$ cat config.mk
export PLATFORM = sky130hd
export DESIGN_NAME = tetris_pixel_renderer
export DESIGN_NICKNAME = d
export VERILOG_FILES = /design/src/rtl/tetris_pixel_renderer.sv
export SDC_FILE = /design/constraint.sdc
export NUM_CORES = 2
export LEC_CHECK = 0
export CAP_MARGIN = 10
export CORE_MARGIN = 3
export CORE_UTILIZATION = 50
export CTS_CLUSTER_SIZE = 8
export DETAILED_ROUTE_END_ITERATION = 8
export PLACE_DENSITY = 0.79
export SLEW_MARGIN = 30
export SYNTH_ARGS = -nofsm -noshare
export SYNTH_HDL_FRONTEND = slang
export SYNTH_SLANG_ARGS = --single-unit
$ cat constraint.sdc
create_clock -name pixclk -period 6.2 [get_ports pixclk]
set_clock_uncertainty 0.1 [all_clocks]
set_input_delay 1.86 -clock pixclk [delete_from_list [all_inputs] [get_ports pixclk]]
set_output_delay 1.86 -clock pixclk [all_outputs]
set_load 0.01 [all_outputs]
$ cat src/rtl/tetris_pixel_renderer.sv
`default_nettype none
// ============================================================================
// Module      : tetris_pixel_renderer
// Description : Pixel source between the video timing generator and the TMDS
//               encoders. Tracks the beam position from vde_in/cd_in, looks up
//               the Tetris playfield cell under the beam and emits 24-bit RGB
//               with vde/cd delayed to stay aligned (2-cycle latency).
//               Holds a double-buffered 10x20 board of 3-bit colour codes; the
//               front buffer is refreshed from the back buffer only on a vsync
//               rising edge, so a frame never shows a half-updated board.
// Ports       : pixclk, rst_n          - pixel clock, async active-low reset
//               vde_in, cd_in[1:0]     - timing input, cd_in = {vsync, hsync}
//               wr_en/wr_col/wr_row/wr_color - back-buffer cell write
//               swap_req / swap_ack    - publish request / copy-done pulse
//               vde_out, cd_out        - vde_in / cd_in delayed by 2
//               r_out, g_out, b_out    - pixel colour
// Revision    : 1.0 - initial release
// ============================================================================
module tetris_pixel_renderer #(
    parameter int H_ACTIVE  = 640,
    parameter int V_ACTIVE  = 480,
    parameter int CELL_LOG2 = 4,
    parameter int ORIGIN_X  = 240,
    parameter int ORIGIN_Y  = 80,
    parameter int BORDER    = 4
) (
    input  logic       pixclk,
    input  logic       rst_n,
    input  logic       vde_in,
    input  logic [1:0] cd_in,
    input  logic       wr_en,
    input  logic [3:0] wr_col,
    input  logic [4:0] wr_row,
    input  logic [2:0] wr_color,
    input  logic       swap_req,
    output logic       swap_ack,
    output logic       vde_out,
    output logic [1:0] cd_out,
    output logic [7:0] r_out,
    output logic [7:0] g_out,
    output logic [7:0] b_out
);

    localparam int c_cols    = 10;
    localparam int c_rows    = 20;
    localparam int c_bits    = c_cols * c_rows * 3;
    localparam int c_board_w = c_cols << CELL_LOG2;
    localparam int c_board_h = c_rows << CELL_LOG2;

    localparam logic [11:0] c_x_max = 12'(H_ACTIVE - 1);
    localparam logic [11:0] c_y_max = 12'(V_ACTIVE - 1);
    localparam logic [11:0] c_bx0   = 12'(ORIGIN_X);
    localparam logic [11:0] c_bx1   = 12'(ORIGIN_X + c_board_w);
    localparam logic [11:0] c_by0   = 12'(ORIGIN_Y);
    localparam logic [11:0] c_by1   = 12'(ORIGIN_Y + c_board_h);
    localparam logic [11:0] c_rx0   = 12'(ORIGIN_X - BORDER);
    localparam logic [11:0] c_rx1   = 12'(ORIGIN_X + c_board_w + BORDER);
    localparam logic [11:0] c_ry0   = 12'(ORIGIN_Y - BORDER);
    localparam logic [11:0] c_ry1   = 12'(ORIGIN_Y + c_board_h + BORDER);

    localparam logic [1:0] c_cls_bg     = 2'd0;
    localparam logic [1:0] c_cls_border = 2'd1;
    localparam logic [1:0] c_cls_grid   = 2'd2;
    localparam logic [1:0] c_cls_cell   = 2'd3;

    // Boards are flat packed vectors: cell (row, col) lives at bits
    // [(row*10+col)*3 +: 3], which lets the swap copy as one assignment.
    logic [c_bits-1:0] r_front;
    logic [c_bits-1:0] r_back;

    logic [11:0] r_x;
    logic [11:0] r_y;
    logic        r_vde_prev;
    logic        r_vs_prev;
    logic        r_swap_pending;
    logic        r_swap_ack;

    logic       r_vde_d1, r_vde_d2;
    logic [1:0] r_cd_d1, r_cd_d2;
    logic [1:0] r_s1_cls;
    logic [2:0] r_s1_code;
    logic [23:0] r_rgb;

    logic w_vs_rise;
    logic w_vde_fall;
    logic w_copy;
    logic w_wr_ok;
    logic [7:0] w_wr_idx;
    logic [9:0] w_wr_bit;

    assign w_vs_rise  = cd_in[1] & ~r_vs_prev;
    assign w_vde_fall = r_vde_prev & ~vde_in;
    assign w_copy     = w_vs_rise & r_swap_pending;
    assign w_wr_ok    = wr_en && (wr_col < 4'd10) && (wr_row < 5'd20);
    assign w_wr_idx   = ({3'b0, wr_row} * 8'd10) + {4'b0, wr_col};
    assign w_wr_bit   = {1'b0, w_wr_idx, 1'b0} + {2'b0, w_wr_idx};

    // ------------------------------------------------------------------
    // Beam position
    // ------------------------------------------------------------------
    always_ff @(posedge pixclk or negedge rst_n) begin
        if (!rst_n) begin
            r_x        <= '0;
            r_y        <= '0;
            r_vde_prev <= 1'b0;
            r_vs_prev  <= 1'b0;
        end else begin
            r_vde_prev <= vde_in;
            r_vs_prev  <= cd_in[1];
            if (vde_in) begin
                if (r_x != c_x_max) r_x <= r_x + 12'd1;
            end else begin
                r_x <= '0;
            end
            if (w_vs_rise) begin
                r_y <= '0;
            end else if (w_vde_fall && (r_y != c_y_max)) begin
                r_y <= r_y + 12'd1;
            end
        end
    end

    // ------------------------------------------------------------------
    // Board buffers and swap handshake. The copy samples r_back before this
    // edge, so a write in the copy cycle lands in back only. swap_req seen
    // in the copy cycle is folded into the swap in progress.
    // ------------------------------------------------------------------
    always_ff @(posedge pixclk or negedge rst_n) begin
        if (!rst_n) begin
            r_front        <= '0;
            r_back         <= '0;
            r_swap_pending <= 1'b0;
            r_swap_ack     <= 1'b0;
        end else begin
            r_swap_ack <= w_copy;
            if (w_copy) begin
                r_front        <= r_back;
                r_swap_pending <= 1'b0;
            end else if (swap_req) begin
                r_swap_pending <= 1'b1;
            end
            if (w_wr_ok) r_back[w_wr_bit +: 3] <= wr_color;
        end
    end

    // ------------------------------------------------------------------
    // Stage 1: classify the pixel under the beam
    // ------------------------------------------------------------------
    logic [11:0] w_dx, w_dy;
    logic [3:0]  w_col;
    logic [4:0]  w_row;
    logic        w_in_board, w_in_ring, w_on_grid;
    logic [7:0]  w_rd_idx;
    logic [9:0]  w_rd_bit;
    logic [1:0]  w_cls;
    logic [2:0]  w_code;

    always_comb begin
        // Unsigned offsets; only meaningful when w_in_board is true.
        w_dx       = r_x - c_bx0;
        w_dy       = r_y - c_by0;
        w_col      = 4'(w_dx >> CELL_LOG2);
        w_row      = 5'(w_dy >> CELL_LOG2);
        w_in_board = (r_x >= c_bx0) && (r_x < c_bx1) && (r_y >= c_by0) && (r_y < c_by1);
        w_in_ring  = (r_x >= c_rx0) && (r_x < c_rx1) && (r_y >= c_ry0) && (r_y < c_ry1);
        w_on_grid  = (&w_dx[CELL_LOG2-1:0]) || (&w_dy[CELL_LOG2-1:0]);
        w_rd_idx   = '0;
        w_rd_bit   = '0;
        w_code     = '0;
        w_cls      = c_cls_bg;
        if (w_in_board) begin
            w_rd_idx = ({3'b0, w_row} * 8'd10) + {4'b0, w_col};
            w_rd_bit = {1'b0, w_rd_idx, 1'b0} + {2'b0, w_rd_idx};
            w_code   = r_front[w_rd_bit +: 3];
            w_cls    = w_on_grid ? c_cls_grid : c_cls_cell;
        end else if (w_in_ring) begin
            w_cls = c_cls_border;
        end
    end

    function automatic logic [23:0] f_palette(input logic [2:0] code);
        logic [23:0] rgb;
        case (code)
            3'd1:    rgb = 24'h00FFFF;
            3'd2:    rgb = 24'hFFFF00;
            3'd3:    rgb = 24'h800080;
            3'd4:    rgb = 24'h00FF00;
            3'd5:    rgb = 24'hFF0000;
            3'd6:    rgb = 24'h0000FF;
            3'd7:    rgb = 24'hFF8000;
            default: rgb = 24'h000000;
        endcase
        return rgb;
    endfunction

    // ------------------------------------------------------------------
    // Stage 1 / stage 2 registers and the matching vde/cd delay line
    // ------------------------------------------------------------------
    always_ff @(posedge pixclk or negedge rst_n) begin
        if (!rst_n) begin
            r_vde_d1  <= 1'b0;
            r_vde_d2  <= 1'b0;
            r_cd_d1   <= '0;
            r_cd_d2   <= '0;
            r_s1_cls  <= c_cls_bg;
            r_s1_code <= '0;
            r_rgb     <= '0;
        end else begin
            r_vde_d1  <= vde_in;
            r_cd_d1   <= cd_in;
            r_vde_d2  <= r_vde_d1;
            r_cd_d2   <= r_cd_d1;
            r_s1_cls  <= w_cls;
            r_s1_code <= w_code;
            if (!r_vde_d1) begin
                r_rgb <= '0;
            end else begin
                case (r_s1_cls)
                    c_cls_grid:   r_rgb <= 24'h202020;
                    c_cls_cell:   r_rgb <= f_palette(r_s1_code);
                    c_cls_border: r_rgb <= 24'h808080;
                    default:      r_rgb <= 24'h000000;
                endcase
            end
        end
    end

    assign swap_ack = r_swap_ack;
    assign vde_out  = r_vde_d2;
    assign cd_out   = r_cd_d2;
    assign r_out    = r_rgb[23:16];
    assign g_out    = r_rgb[15:8];
    assign b_out    = r_rgb[7:0];

endmodule
`default_nettype wire

### After elaboration in Yosys (flattened, before gate mapping)

Index checks and enable logic that the tools add are counted.

| cells by class | value |
|---|---|
| mux-type cells | 14 |
| shift operators | 3 |
| equality and inequality tests | 13 |
| order comparisons | 10 |
| add/sub/neg operators | 9 |
| reductions and logical operators | 14 |
| $mul | 2 |
| bitwise logic cells | 5 |
| divide/modulo/power cells | 0 |

Operators with widths:

| kind | number |
|---|---|
| bitwise mux 600 bit | 1 |
| variable shift 3 x 12 -> 600 bit, first input constant | 1 |
| variable part select 3 x 12 -> 600 bit | 1 |
| variable part select 600 x 11 -> 3 bit | 1 |
| one-hot mux 24 bit (7 select lines) | 1 |
| one-hot mux 24 bit (3 select lines) | 1 |
| less-than comparator 12 x 9 -> 1 bit, second input constant | 4 |
| 2-to-1 mux 12 bit | 4 |
| adder 12 x 1 -> 12 bit, second input constant | 2 |
| greater-or-equal comparator 12 x 7 -> 1 bit, second input constant | 2 |
| greater-or-equal comparator 12 x 8 -> 1 bit, second input constant | 2 |
| 2-to-1 mux 24 bit | 1 |
| adder 9 x 8 -> 10 bit | 2 |
| adder 8 x 4 -> 8 bit | 2 |
| multiplier 5 x 3 -> 7 bit, second input constant | 2 |
| equality test 3 bit, second input constant | 4 |
| inequality test 12 x 10 -> 1 bit, second input constant | 1 |
| inequality test 12 x 9 -> 1 bit, second input constant | 1 |
| negation 10 -> 12 bit | 1 |
| logical AND 1 bit | 9 |
| subtractor 9 x 7 -> 9 bit, second input constant | 1 |
| AND reduction 4 bit | 2 |
| subtractor 8 bit, second input constant | 1 |
| equality test 3 x 2 -> 1 bit, second input constant | 2 |
| other kinds (13) | 21 |

| storage, ports and cells | value |
|---|---|
| bits in writable memories | 0 |
| bits in read-only memories | 0 |
| word-level logic and storage cells | 84 |
| input bits | 19 |
| memories | 0 |
| register bits | 1,262 |
| output and inout port bits | 28 |
| latch bits | 0 |

### Longest topological paths before layout

| logic depth | value |
|---|---|
| depth in word-level cells | 6 |
| depth in mapped cells | 24 |
| gate-level depth less buffers | 20 |

### Worst setup path after synthesis

No wires, ideal clock.

| timing | value |
|---|---|
| kind | input to register |
| from | input port wr_row[1] |
| to | register r_back[317] |
| buffers on the path | 2 |
| setup time | 125 ps |
| arrival time | 6,176 ps |
| path slack | -201 ps |
| cell stages on the path | 18 |
| path through | ha_1 -> ha_1 -> fa_1 -> xnor2_1 -> nor4bb_1 -> xnor3_1 -> inv_1 -> ha_1 -> inv_1 -> ha_1 -> o21ai_0 -> o21bai_2 -> xor2_2 -> nand4_2 -> buf_2 -> buf_2 -> nor3_1 -> mux2_2 |

| on the way | value |
|---|---|
| cells in the longest elaborated chain, start to end | 6 |
| elaborated cells on any way between the ends | 9 |
| those cells by class | add/sub: 3; mul: 1; order compare: 1; shift: 2; mux: 1; reduce/logical: 1 |

Ends and longest elaborated chain:

| element | line | source |
|---|---|---|
| start, declared | 33 | `input logic [4:0] wr_row,` |
| multiplier 5 x 3 -> 7 bit | 95 | `assign w_wr_idx = ({3'b0, wr_row} * 8'd10) + {4'b0, wr_col};` |
| adder 8 x 4 -> 8 bit | 95 |  |
| adder 9 x 8 -> 10 bit | 96 | `assign w_wr_bit = {1'b0, w_wr_idx, 1'b0} + {2'b0, w_wr_idx};` |
| negation 10 -> 12 bit | 142 | `if (w_wr_ok) r_back[w_wr_bit +: 3] <= wr_color;` |
| variable part select 3 x 12 -> 600 bit or variable shift 3 x 12 -> 600 bit (tied branches) | 142 |  |
| bitwise mux 600 bit | 142 |  |
| end signal, assigned by index | 142 |  |
| end, declared | 69 | `logic [c_bits-1:0] r_back;` |

Parallel ways exist; a longest one is shown, timed or not.
A chain may end at the register's enable or synchronous reset.

### Final worst setup path

| timing | value |
|---|---|
| from | register r_x[5] |
| to | register r_s1_code[2] |

| on the way | value |
|---|---|
| cells in the longest elaborated chain, start to end | 5 |
| elaborated cells on any way between the ends | 10 |
| those cells by class | add/sub: 3; order compare: 2; shift: 1; mux: 1; reduce/logical: 3 |

Ends and longest elaborated chain:

| element | line | source |
|---|---|---|
| start, declared | 71 | `logic [11:0] r_x;` |
| start signal, assigned | 111 | `if (r_x != c_x_max) r_x <= r_x + 12'd1;` |
| subtractor 8 bit (tied with other cells) | 160 | `w_dx = r_x - c_bx0;` |
| adder 8 x 4 -> 8 bit or logical AND 1 bit (tied branches) | 172, 164 |  |
| adder 9 x 8 -> 10 bit or logical AND 1 bit (tied branches) | 173, 164 |  |
| variable part select 600 x 11 -> 3 bit or logical AND 1 bit (tied branches) | 174, 164 |  |
| 2-to-1 mux 3 bit (*) | 171 | `if (w_in_board) begin` |
| via w_code[2] | 156 | `logic [2:0] w_code;` |
| end signal, assigned | 214 | `r_s1_code <= w_code;` |
| end, declared | 81 | `logic [2:0] r_s1_code;` |

Mark *: on every way through the listed nets, which the timed path passes. The rest lies on a longest branch.

==> reports/metrics.yaml <==
status: "finished, final reports clean"
path_clk_slew_ps: 50
antenna_left: 0
rows: 134
grt_pass1_vias: 54060
nets: 5702
postSynthAreaPerCell_sq_um: 12.9
hold_viol_final: 0
start_util_pct: 50.6
cts_buffers: 175
die_h_um: 374
synth_flop_cell: "dfrtp_1"
min_period_over_period_pct: 98.0
die-area_sq_um: 140000
detail_route.wl_per_cell_um: 33.8
seq_area_frac_synth_pct: 45.9
track_usage_pct: 35.6
cp_slowest_stage_delay_ps: 1080
grt_remaining_overflow: 0
drtPass1Iterations: 9
drive_gt1_share_pct: 41.7
holdWs_ps: 261
slew_headroom_pct: 27.3
yosys_warnings: 0
cts-root-buf: "clkbuf_16"
endpoint_kind: "flop"
max-clock-path-buffers: 3
syn_to_final_growth_pct: 17.8
htreeDepth: 4
pwr_density_cell_nw_per_um2: 374
synth_edf_count: 0
routed_wl_mm: 251
design_area_sq_um: 80000
synth-seq-cells: 1246
io_pins: 47
p_leak_uw: 0.0350
max_clock_freq_mhz: 165
drv_cap: 0
setup_viol: 0
core_area_sq_um: 134000
path_delay_family: "adder cells"
cts_tree: "done"
num_vias: 53913
viasPerCell: 7.26
antenna_found_initial: 21
drt_iter0_markers: 7714
dpl-instance-area_sq_um: 74800
tightestPinTransition_ps: 1080
synthArstFlopShare_pct: 100
yosysUniqueCellTypes: 95
crit_required_ps: 6860
slowest_stage: "fa_4"
port_buffers: 46
crit_chain: "inv_1 > ha_1 > ha_1 > fa_1 > fa_4 > inv_2 > buf_4 > nor2_1 > a22oi_1 > a31oi_1 > o21ai_0 > a32oi_1 > nor2_1 > o311ai_0 > buf_4"
dp_hpwl_mm: 176
grt_max_degree: 174
report.final.slew_viol_count: 0
syn_area_sq_um: 67900
grt_pass1_wl_mm: 368
worstHoldPathType: "reg -> reg"
path_buf_inv: 4
worstSkewPairLatency_ps: 840
cts_sinks: 1246
cp-start-kind: "flop"
die_w_um: 374
setup.worst_path.class: "reg -> reg"
arrival_ps: 6740
ir_drop_uv: 594
nFillCells: 10283
timing.final.crit_period_ps: 6080
postSynthCellCount: 5245
routabilityCongestion: 1.02
drc: 0
cp_max_fo: 15
synth_nets: 5322
rsz0062_at_grt: "no"
synthesized netlist by cell type (all sizes together), types with 14 or more instances:
master,number,area [sq um]
ha,53,663
nor2,111,429
o21ai,86,430
a21oi,49,260
nand3,110,571
nand4,42,282
nor3,360,1800
o41ai,65,599
a21o,14,105
a32oi,17,149
buf,261,1530
dfrtp,1246,31200
inv,34,128
nor2b,16,100
mux2i,98,993
nor4,15,136
a31oi,34,213
a211oi,18,140
clkbuf,258,968
xor2,23,209
o22ai,18,113
and2,27,169
a22oi,19,143
and3,23,144
mux2,966,10900
xnor2,34,324
nand2,276,1040
mux4,443,9980
o31ai,376,2820
sequential cells by signal, summed over array words and instances, names as in the netlist:
register / count
cd_out: 2
r_back: 600
r_cd_d1: 2
r_front: 600
r_rgb: 9
r_s1_cls: 2
r_s1_code: 3
r_swap_pending: 1
r_vde_d1: 1
r_x: 12
r_y: 12
swap_ack: 1
vde_out: 1
cells by family (layout without fill, tap and decap cells):
family	after synthesis	count (layout)	share of synthesized area (%)
mux	1507	1507	32.2
flops	1246	1246	45.9
simple gates	1025	1025	7.36
compound gates	798	798	8.70
buf+inv	553	954	3.87
fa+ha+maj	58	58	1.12
xor+xnor	58	58	0.819
other cells	0	17	0
layout by cell type, fill, tap and decap left out, drive strengths merged, types with 27 or more instances in the layout:
cell type / n
clkbuf: 181
nor3: 360
a21oi: 49
mux2: 966
inv: 39
o41ai: 65
mux2i: 98
nor2: 111
and2: 27
a31oi: 34
nand2: 276
mux4: 443
clkdlybuf4s50: 45
dfrtp: 1246
ha: 53
buf: 675
xnor2: 34
o31ai: 376
o21ai: 86
nand3: 110
nand4: 42
worst paths after layout:
kind | from | end | slack [ps] | depth (start not counted)
worst min-delay path | r_cd_d1[0] | cd_out[0] | 260 | 0
worst min register to register | r_cd_d1[0] | cd_out[0] | 260 | 0
min in group asynchronous | rst_n | r_front[167] | 900 | 1
worst max-delay path | r_x[5] | r_s1_code[2] | 120 | 15
max in group asynchronous | rst_n | r_back[25] | 3710 | 2
worst max register to register | r_x[5] | r_s1_code[2] | 120 | 15
routing by layer:
metal / up-vias / wire, um / share of wire [%] / track usage [%]
met5: - / 42 / 0.017 / 0
li1: 20985 / - / - / -
met4: 6 / 21200 / 8.4 / 24.6
met1: 27503 / 88000 / 35 / 44.3
met3: 1172 / 33600 / 13 / 13.3
met2: 4247 / 108000 / 43 / 51.6
where the power goes:
group	internal, uW	switching [uW]
clock network	5020	3670
logic	4190	7880
registers	8640	540
metrics by stage:
step | TNS [ps] | cells | setup slack, ps | util, % | power, uW
after floorplan | 0 | 5245 | 15.5 | - | 13700
after global placement | -337920 | 7206 | -730 | 55.8 | 20500
after detailed placement | -356670 | 7207 | -749 | 55.8 | 20600
after CTS | 0 | 7405 | 73.2 | 59.3 | 29300
after global routing | 0 | 7415 | 2.50 | 59.6 | 30600
final | 0 | 7431 | 125 | 59.6 | 29900
what timing repair did:
action	in CTS	in global routing
resized for setup	0	44
hold buffers	0	0
setup buffers	0	5
setup endpoints to repair	0	461
worst register-to-register path, cell delays in order, from the launching register on:
cell and delay [ps]:
dfrtp_1 470, inv_1 100, ha_1 310, ha_1 220, fa_1 570, fa_4 1080, inv_2 390, buf_4 360
nor2_1 750, a22oi_1 200, a31oi_1 230, o21ai_0 190, a32oi_1 370, nor2_1 60, o311ai_0 390, buf_4 230
cell type report:
| type | instances | area (sq um) | share of cell area, % |
|---|---|---|---|
| flip-flops and latches | 1246 | 31200 | 39.0 |
| clock inverters | 19 | 362 | 0.452 |
| inverters | 34 | 128 | 0.160 |
| clock buffers | 179 | 4400 | 5.51 |
| well taps | 1768 | 2210 | 2.77 |
| diodes | 17 | 42.5 | 0.0532 |
| repair buffers | 722 | 7100 | 8.88 |
| multi-input cells | 3446 | 34500 | 43.2 |
Power figures use the tool's default switching activity.
